$ cat src/rtl/present_pkg.sv
// Shared PRESENT-80 tables, layer/key-step functions and FSM encoding.
// Optional key cache in the core is enabled by PRESENT_DEC_KEYCACHE_EN.
package present_pkg;

    localparam int ROUNDS = 31;
    localparam int KEY_W  = 80;

    typedef enum logic [1:0] {
        S_IDLE = 2'd0,
        S_KEXP = 2'd1,
        S_DEC  = 2'd2,
        S_DONE = 2'd3
    } state_t;

    localparam logic [3:0] SBOX [16] = '{
        4'hC, 4'h5, 4'h6, 4'hB, 4'h9, 4'h0, 4'hA, 4'hD,
        4'h3, 4'hE, 4'hF, 4'h8, 4'h4, 4'h7, 4'h1, 4'h2
    };

    localparam logic [3:0] SBOX_INV [16] = '{
        4'h5, 4'hE, 4'hF, 4'h8, 4'hC, 4'h1, 4'h2, 4'hD,
        4'hB, 4'h4, 4'h6, 4'h3, 4'h0, 4'h7, 4'h9, 4'hA
    };

    function automatic logic [63:0] p_layer_inv(
        input logic [63:0] s
    );
        logic [63:0] r;
        logic [5:0]  src;
        r[63] = s[63];
        for (int p = 0; p < 63; p++) begin
            src  = 6'((p * 16) % 63);
            r[p] = s[src];
        end
        return r;
    endfunction

    function automatic logic [63:0] sbox_layer_inv(
        input logic [63:0] s
    );
        logic [63:0] r;
        for (int n = 0; n < 16; n++) begin
            r[4*n +: 4] = SBOX_INV[s[4*n +: 4]];
        end
        return r;
    endfunction

    function automatic logic [79:0] key_fwd_step(
        input logic [79:0] k,
        input logic [4:0]  i
    );
        logic [79:0] t;
        t          = {k[18:0], k[79:19]};
        t[79:76]   = SBOX[t[79:76]];
        t[19:15]   = t[19:15] ^ i;
        return t;
    endfunction

    // Exact inverse of key_fwd_step: undo XOR, undo S, rotate back.
    function automatic logic [79:0] key_inv_step(
        input logic [79:0] k,
        input logic [4:0]  i
    );
        logic [79:0] t;
        t          = k;
        t[19:15]   = t[19:15] ^ i;
        t[79:76]   = SBOX_INV[t[79:76]];
        return {t[60:0], t[79:61]};
    endfunction

endpackage

$ cat src/rtl/present_key_step.sv
// Combinational PRESENT-80 key schedule step.
// dir=0 runs the forward step, dir=1 the inverse step.
module present_key_step
    import present_pkg::*;
(
    input  logic        dir,
    input  logic [4:0]  rc,
    input  logic [79:0] kin,
    output logic [79:0] kout
);

    assign kout = dir ? key_inv_step(kin, rc)
                      : key_fwd_step(kin, rc);

endmodule

$ cat src/rtl/present_dec_core.sv
// Iterative PRESENT-80 decryption core, one round per clock.
// Define PRESENT_DEC_KEYCACHE_EN to cache K32 for reuse_key requests.
module present_dec_core
    import present_pkg::*;
#(
    parameter int ROUNDS = 31,
    parameter int KEY_W  = 80
) (
    input  logic             clk,
    input  logic             rst,
    input  logic             start,
    input  logic [63:0]      ct,
    input  logic [KEY_W-1:0] keyin,
    input  logic             reuse_key,
    output logic             busy,
    output logic [63:0]      pt,
    output logic             pt_valid,
    input  logic             pt_ready
);

    state_t           state;
    logic [4:0]       kcnt;
    logic [4:0]       rnd;
    logic [63:0]      st;
    logic [KEY_W-1:0] key_reg;
    logic [KEY_W-1:0] kstep;
    logic [63:0]      dec_next;
    logic             kdir;
    logic [4:0]       krc;

    assign kdir = (state == S_DEC);
    assign krc  = kdir ? rnd : kcnt;

    present_key_step u_key_step (
        .dir  (kdir),
        .rc   (krc),
        .kin  (key_reg),
        .kout (kstep)
    );

    assign dec_next = sbox_layer_inv(p_layer_inv(st))
                    ^ kstep[79:16];

`ifdef PRESENT_DEC_KEYCACHE_EN
    logic [KEY_W-1:0] cache_k32;
    logic             cache_vld;
    logic             use_cache;

    assign use_cache = reuse_key && cache_vld;
`else
    logic unused_reuse;

    assign unused_reuse = reuse_key;
`endif

    always_ff @(posedge clk) begin
        if (rst) begin
            state    <= S_IDLE;
            busy     <= 1'b0;
            pt_valid <= 1'b0;
            pt       <= '0;
            kcnt     <= '0;
            rnd      <= '0;
            st       <= '0;
            key_reg  <= '0;
`ifdef PRESENT_DEC_KEYCACHE_EN
            cache_k32 <= '0;
            cache_vld <= 1'b0;
`endif
        end else begin
            unique case (state)
                S_IDLE: begin
                    if (start) begin
                        busy <= 1'b1;
`ifdef PRESENT_DEC_KEYCACHE_EN
                        if (use_cache) begin
                            st      <= ct ^ cache_k32[79:16];
                            key_reg <= cache_k32;
                            rnd     <= 5'(ROUNDS);
                            state   <= S_DEC;
                        end else begin
                            st      <= ct;
                            key_reg <= keyin;
                            kcnt    <= 5'd1;
                            state   <= S_KEXP;
                        end
`else
                        st      <= ct;
                        key_reg <= keyin;
                        kcnt    <= 5'd1;
                        state   <= S_KEXP;
`endif
                    end
                end
                S_KEXP: begin
                    key_reg <= kstep;
                    // st still holds the latched ciphertext here
                    if (kcnt == 5'(ROUNDS)) begin
                        st    <= st ^ kstep[79:16];
                        rnd   <= 5'(ROUNDS);
                        state <= S_DEC;
`ifdef PRESENT_DEC_KEYCACHE_EN
                        cache_k32 <= kstep;
                        cache_vld <= 1'b1;
`endif
                    end else begin
                        kcnt <= kcnt + 5'd1;
                    end
                end
                S_DEC: begin
                    key_reg <= kstep;
                    st      <= dec_next;
                    if (rnd == 5'd1) begin
                        pt       <= dec_next;
                        pt_valid <= 1'b1;
                        busy     <= 1'b0;
                        state    <= S_DONE;
                    end else begin
                        rnd <= rnd - 5'd1;
                    end
                end
                S_DONE: begin
                    if (pt_ready) begin
                        pt_valid <= 1'b0;
                        state    <= S_IDLE;
                    end
                end
                default: state <= S_IDLE;
            endcase
        end
    end

endmodule

$ cat config.mk
export PLATFORM = sky130hd
export DESIGN_NAME = present_dec_core
export DESIGN_NICKNAME = d
export VERILOG_FILES = /design/src/rtl/present_pkg.sv /design/src/rtl/present_key_step.sv /design/src/rtl/present_dec_core.sv
export SDC_FILE = /design/constraint.sdc
export NUM_CORES = 1
export LEC_CHECK = 0
export ABC_CLOCK_PERIOD_IN_PS = 4500
export CAP_MARGIN = 20
export CORE_UTILIZATION = 61
export CTS_BUF_LIST = sky130_fd_sc_hd__clkbuf_16
export DETAILED_ROUTE_END_ITERATION = 12
export PLACE_DENSITY = 0.95
export SLEW_MARGIN = 20
export SYNTH_ARGS = -nofsm -noshare
export SYNTH_HDL_FRONTEND = slang
export SYNTH_HIERARCHICAL = 1
export SYNTH_SLANG_ARGS = --single-unit
$ cat constraint.sdc
create_clock -name clk -period 4.5 [get_ports clk]
set_input_delay 0.9 -clock clk [delete_from_list [all_inputs] [get_ports clk]]
set_output_delay 0.9 -clock clk [all_outputs]
set_load 0.01 [all_outputs]
## Yosys cells after proc, flatten, opt, wreduce, memory -nomap -nowiden

Memory sizes are Yosys's and may differ from the RTL's.
Cells that the tools add are included.

| storage, ports and cells | value |
|---|---|
| register bits after elaboration | 222 |
| ROM bits | 1152 |
| bits of input ports | 149 |
| output and inout port bits | 66 |
| word-level logic and storage cells | 155 |
| memories | 18 |

| cells by class | value |
|---|---|
| add/subtract/negate cells | 2 |
| magnitude comparators | 18 |
| equal/unequal tests | 11 |
| mux-type cells | 60 |
| bitwise logic cells | 22 |
| reductions and logical operators | 16 |

Memories:

| name | depth | bits a word | rd ports | clocked after memory_dff | write ports | line | RTL |
|---|---|---|---|---|---|---|---|
| (name not given) | 16 | 4 | 1 | 0 | 0 | present_pkg.sv:67 | `t[79:76] = SBOX_INV[t[79:76]];` |
| (name not given) | 16 | 4 | 1 | 0 | 0 | present_pkg.sv:54 | `t[79:76] = SBOX[t[79:76]];` |
| (name not given) | 16 | 4 | 1 | 0 | 0 | present_pkg.sv:43 | `r[4*n +: 4] = SBOX_INV[s[4*n +: 4]];` |
| (name not given) | 16 | 4 | 1 | 0 | 0 | present_pkg.sv:43 |  |
| (name not given) | 16 | 4 | 1 | 0 | 0 | present_pkg.sv:43 |  |
| (name not given) | 16 | 4 | 1 | 0 | 0 | present_pkg.sv:43 |  |
| 12 more memories | - | - | - | - | - | - |  |

Operator list:

| kind | number |
|---|---|
| $pmux 64 s3 | 1 |
| $mux 80 | 2 |
| $pmux 80 s2 | 1 |
| $mux 4 | 36 |
| $mux 64 | 2 |
| $xor 64x64->64 | 2 |
| $ge 5x5->1 const B | 18 |
| $not 4->5 | 18 |
| $mux 5 | 5 |
| $pmux 5 s2 | 2 |
| $reduce_and 3->1 | 5 |
| $ne 2x2->1 const B | 5 |
| $reduce_bool 2->1 | 5 |
| $xor 5x5->5 | 2 |
| $mux 2 | 4 |
| $pmux 2 s4 | 1 |
| $add 5x1->5 const B | 1 |
| $eq 5x1->1 const B | 1 |
| $eq 5x5->1 const B | 1 |
| $sub 5x1->5 const B | 1 |
| $eq 2x2->1 const B | 2 |
| $mux 1 | 4 |
| $pmux 1 s2 | 2 |
| $reduce_and 2->1 | 2 |
| other kinds (6) | 6 |

## Longest topological paths before layout

| logic depth | value |
|---|---|
| depth after elaboration | 8 |
| depth in mapped cells | 13 |
| depth with buffers taken out | 9 |

## Modules after synthesis

Netlist, hierarchy kept.

Modules (own cells, without submodules):

| module | times used | cells each | area each (um^2) | seq. area each (um^2) |
|---|---|---|---|---|
| present_dec_core | 1 | 1663 | 14769.2 | 4444.3 |
| present_key_step | 1 | 157 | 1403.8 | 0.0 |

## Least setup slack after synthesis

OpenSTA, ideal clock, no wires.

| timing | value |
|---|---|
| kind | register to register |
| start point | register state[0] |
| end point | register st[1] |
| library setup time | 0.136 ns |
| arrival | 2.698 ns |
| required time | 4.364 ns |
| slack | 1.666 ns |
| cell stages (with the launch flop) | 13 |
| path buffers | 3 |
| period minus slack after synthesis | 2.834 ns |
| cell sequence | dfxtp_1 inv_1 ha_1 clkbuf_1 buf_2 buf_2 mux2_2 xnor2_1 o32a_1 o21ai_0 xor2_1 a221oi_1 a2111oi_2 |

| on the way | value |
|---|---|
| longest elaborated chain between the ends | 7 |
| elaborated cells on any way between the ends | 14 |
| classes of those cells | 4 x eq/ne; 4 x mux; 3 x bitwise; 3 x reduce/logical |

Ends and longest elaborated chain:

| element | line | RTL |
|---|---|---|
| from (decl) | present_dec_core.sv:21 | `state_t state;` |
| from (signal assigned) | present_dec_core.sv:58 | `state <= S_IDLE;` |
| from (signal assigned) | present_dec_core.sv:91 | `state <= S_KEXP;` |
| from (signal assigned) | present_dec_core.sv:101 | `state <= S_DEC;` |
| $eq 2x2->1 * | present_dec_core.sv:31 | `assign kdir = (state == S_DEC);` |
| named net kdir | present_dec_core.sv:28 | `logic kdir;` |
| $mux 5 * | present_dec_core.sv:32 | `assign krc = kdir ? rnd : kcnt;` |
| named net krc[2] | present_dec_core.sv:29 | `logic [4:0] krc;` |
| $xor 5x5->5 * | present_pkg.sv:55 | `t[19:15] = t[19:15] ^ i;` |
| $mux 80 * | present_key_step.sv:12 | `assign kout = dir ? key_inv_step(kin, rc)` |
| named net kstep[17] | present_dec_core.sv:26 | `logic [KEY_W-1:0] kstep;` |
| $xor 64x64->64 | present_dec_core.sv:99 | `st <= st ^ kstep[79:16];` |
| $mux 64 | present_dec_core.sv:98 | `if (kcnt == 5'(ROUNDS)) begin` |
| $pmux 64 s3 * | present_dec_core.sv:71 | `unique case (state)` |
| to (signal assigned) | present_dec_core.sv:88 | `st <= ct;` |
| to (signal assigned) | present_dec_core.sv:99 |  |
| to (signal assigned) | present_dec_core.sv:112 | `st <= dec_next;` |
| to (decl) | present_dec_core.sv:24 | `logic [63:0] st;` |

Mark *: on every way through the listed nets, which the timed path passes. The rest lies on a longest branch. The select of a mux whose other input is x is not followed.
A chain may end at the register's enable or synchronous reset.

## Worst setup path after layout

| timing | value |
|---|---|
| start point | register state[0] |
| end point | register st[23] |

| on the way | value |
|---|---|
| longest elaborated chain between the ends | 5 |
| elaborated cells on any way between the ends | 12 |
| classes of those cells | 4 x eq/ne; 3 x mux; 2 x bitwise; 3 x reduce/logical |

Ends and longest elaborated chain:

| element | line |
|---|---|
| $eq 2x2->1 * | present_dec_core.sv:31 |
| named net kdir | present_dec_core.sv:28 |
| $mux 80 | present_key_step.sv:12 |
| $xor 64x64->64 | present_dec_core.sv:99 |
| $mux 64 | present_dec_core.sv:98 |
| $pmux 64 s3 | present_dec_core.sv:71 |

Marks and branches as above.

==> results.md <==
- Final hold viol count: 0
- CTS Hold Bufs: 0
- Leakage: ~0.0072 uW
- FFs w/ async S/R, synth: 0%
- Largest net degree at the start of global routing: between 150 and 200
- Seq cells post-synth: between 200 and 250
- Post-CTS Setup Repair Bufs: 0
- Fin crit period: 3.44 ns
- Initial antenna violation count: 0
- Hold/Removal Path Class: reg -> reg
- Final Setup Violations: 0
- HPWL after detailed placement: ~37 mm
- Share of cells above drive strength 1: ~11%
- Slew @ Worst Pin: between 1 and 1.5 ns
- Clk root buf: clkbuf_16
- Post-synth EDFFs: 0
- Core box area: 0.0261 mm2
- First-pass GRT wire length: about 80 mm
- Fin. max-slew vios: 0
- Remaining Overflow, GRT: 0
- Final Net Count: about 2.2k
- Startpoint types: flip-flop
- CTS sink cnt: between 200 and 250
- Post-synthesis cell type count: between 50 and 60
- Area leader, netlist: dfxtp_1
- Pwr per Cell Area: ~840 mW/mm2
- Ant diodes: 0
- CTS tree: yes
- WP buf/inv: 3
- Syn Area/Cell: 8.89 um2
- Cell row count: between 50 and 60
- Final wirelength: approximately 55 mm
- Largest register FFs: 80
- Die width: 165 um
- Via density: slightly below 7
- CTS resizes: 0
- Vias: 15.4k
- Final core occ: approximately 73%
- Worst VDD drop: around 1000 uV
- Initial core utilization: just over 60%
- Routability cong.: around 0.97
- Synth top area share: 27.5%
- Synth-to-layout area growth: 17.6%
- Total track usage: 39.8%
- Max Root-Sink Buffers: 3
- Syn Inst Count: about 1.8k
- Seq/Total Area, Yosys: a little over a quarter
- Kind of critical path: reg -> reg
- Final clock skew: between 0.02 and 0.025 ns
- Die ar.: about 0.027 mm2
- WP data arrival: just under 4 ns
- H-tree Lvls: 1
- Critical path's top delay family: simple AND/OR/NAND/NOR gates
- Max_cap viols: 0
- RSZ-0062 raised after global routing: false
- Aggregate negative setup slack: 0 ns
- Critical Path RT: between 4 and 5 ns
- Synth area leaders: dfxtp_1, ha_1, mux2i_1
- Crit-path max cell delay: 0.53 ns
- Dominant synthesized flop cell: dfxtp_1
- WL per Instance: between 20 and 25 um
- Hold WS: between 0.4 and 0.5 ns
- Yosys warns: 6
- Clock Latency Late Sink: ~0.55 ns
- Routed Antenna Nets: 0
- CP max-delay cell: buf_4
- Post-route DRC: 0
- Die height: around 160 um
- Num ports: approximately 220
- Endpoint class of the critical path: flip-flop
- Outcome: completed
- F_max: around 0.29 GHz
- Post-Syn Area: roughly 0.016 mm2
- Fill count: 1,657
- PortBufs: around 210
- Syn nets: 2,087
- Fin crit share: about three quarters
- Vias in the first global route: between 10k and 15k
- Worst-path clk slew: around 0.06 ns
- Max Fanout on Critical Path: between 150 and 200
- Max transition margin: a little over a quarter
- DR pass1 iterations: 6
- 1st-iter DRT viols: 2,211
- Crit path cell chain: inv_1 -> ha_4 -> buf_12 -> nor3_1 -> nor3_2 -> nand2_1 -> buf_4 -> a221oi_1 -> a2111oi_2
- Total CTS buffers: 25
[placed cells by master, fill, tap and decap left out, types with 18 or more instances in the layout]
master	synthesis	layout
a21oi_1	66	66
ha_1	118	115
nor3_1	48	47
dfxtp_1	222	222
inv_1	76	77
a221oi_1	52	52
clkdlybuf4s50_1	0	212
mux4_2	36	36
clkbuf_16	0	25
a2111oi_2	18	18
xnor2_1	73	73
mux2i_1	108	108
xor2_1	73	73
o21ai_0	28	28
nand2_1	140	140
a211oi_1	112	112
mux2_2	91	91
o31ai_1	23	23
nor2_1	176	176
nand2b_1	18	18
nor4_1	22	22
[worst reg2reg max path: cells and delay by family (launching register included)]
family                   cells  cell delay (ns)
flip-flops                   1             0.41
AND/OR/NAND/NOR              3             1.08
buffers and inverters        3             0.94
adder cells (fa/ha/maj)      1             0.24
AO/OA/AOI/OAI                2             0.64
[through the flow]
stage	instance area, um2	power, uW	instances	worst slack [ns]
after global placement	18200	12500	2212	1.17
final	19000	16000	2256	1.06
after detailed placement	18200	13000	2212	1.08
after floorplan	16200	10500	1820	1.67
after global routing	19000	16600	2256	0.920
after CTS	19000	15500	2256	1.20
[layout make-up]
type | count | area (um2) | share of cell area, %
clock inverters | 19 | 243 | 1.28
well taps | 335 | 419 | 2.20
repair buffers | 229 | 2290 | 12.0
clock buffers | 25 | 626 | 3.29
flip-flops and latches | 222 | 4440 | 23.4
multi-input cells | 1346 | 10700 | 56.2
inverters | 80 | 300 | 1.58
[path summary, 6_finish.rpt]
path	startpoint	to	slack, ns	cells past startpoint
setup reg to reg	state[0]	st[23]	1.06	9
hold / removal	pt[3]	pt[3]	0.45	2
hold reg to reg	pt[3]	pt[3]	0.45	2
setup / recovery	state[0]	st[23]	1.06	9
[cells by family (layout without fill, tap and decap cells)]
logic type                 count (synthesis)  after routing  synth area share (%)
AOI/OAI and AO/OA                        370            370                  16.8
xor gates and xnor gates                 146            146                  7.91
adders and majority gates                118            118                  9.13
buffers and inverters                    252            353                  6.65
DFF                                      222            222                  27.5
muxes                                    235            235                  18.0
and+or+nand+nor                          477            477                  14.0
[report_power, final]
part	leakage [uW]	switching (uW)	total, uW	internal [uW]
Sequential	0.00182	1030	3660	2640
Clock	0.000428	886	2240	1350
Combinational	0.00497	6220	10100	3900
[layer usage]
layer / part of all wire [%] / global-route usage, % / vias to the layer above
met2: 43 / 60.2 / 1108
li1: - / - / 6715
met3: 12 / 9.39 / 314
met1: 35 / 47.5 / 7252
met5: 0 / 0 / -
met4: 10 / 34.0 / 0
[Yosys cell counts, types with 12 or more instances]
cell and instances:
and4_1 12, a221oi_1 52, xnor2_1 73, o21ai_0 28, mux2_2 91, ha_1 118, o21ai_1 17, a21oi_1 66
clkbuf_1 88, a2111oi_2 18, o31ai_1 23, a211oi_1 112, nor3_1 48, mux4_2 36, mux2i_1 108, dfxtp_1 222
o221ai_1 12, nand2_1 140, nor4_1 22, nand2b_1 18, buf_1 13, inv_1 76, a31oi_1 12, xor2_1 73
nor2_1 176, buf_2 62
No activity file was read; power rests on OpenSTA's default activity.
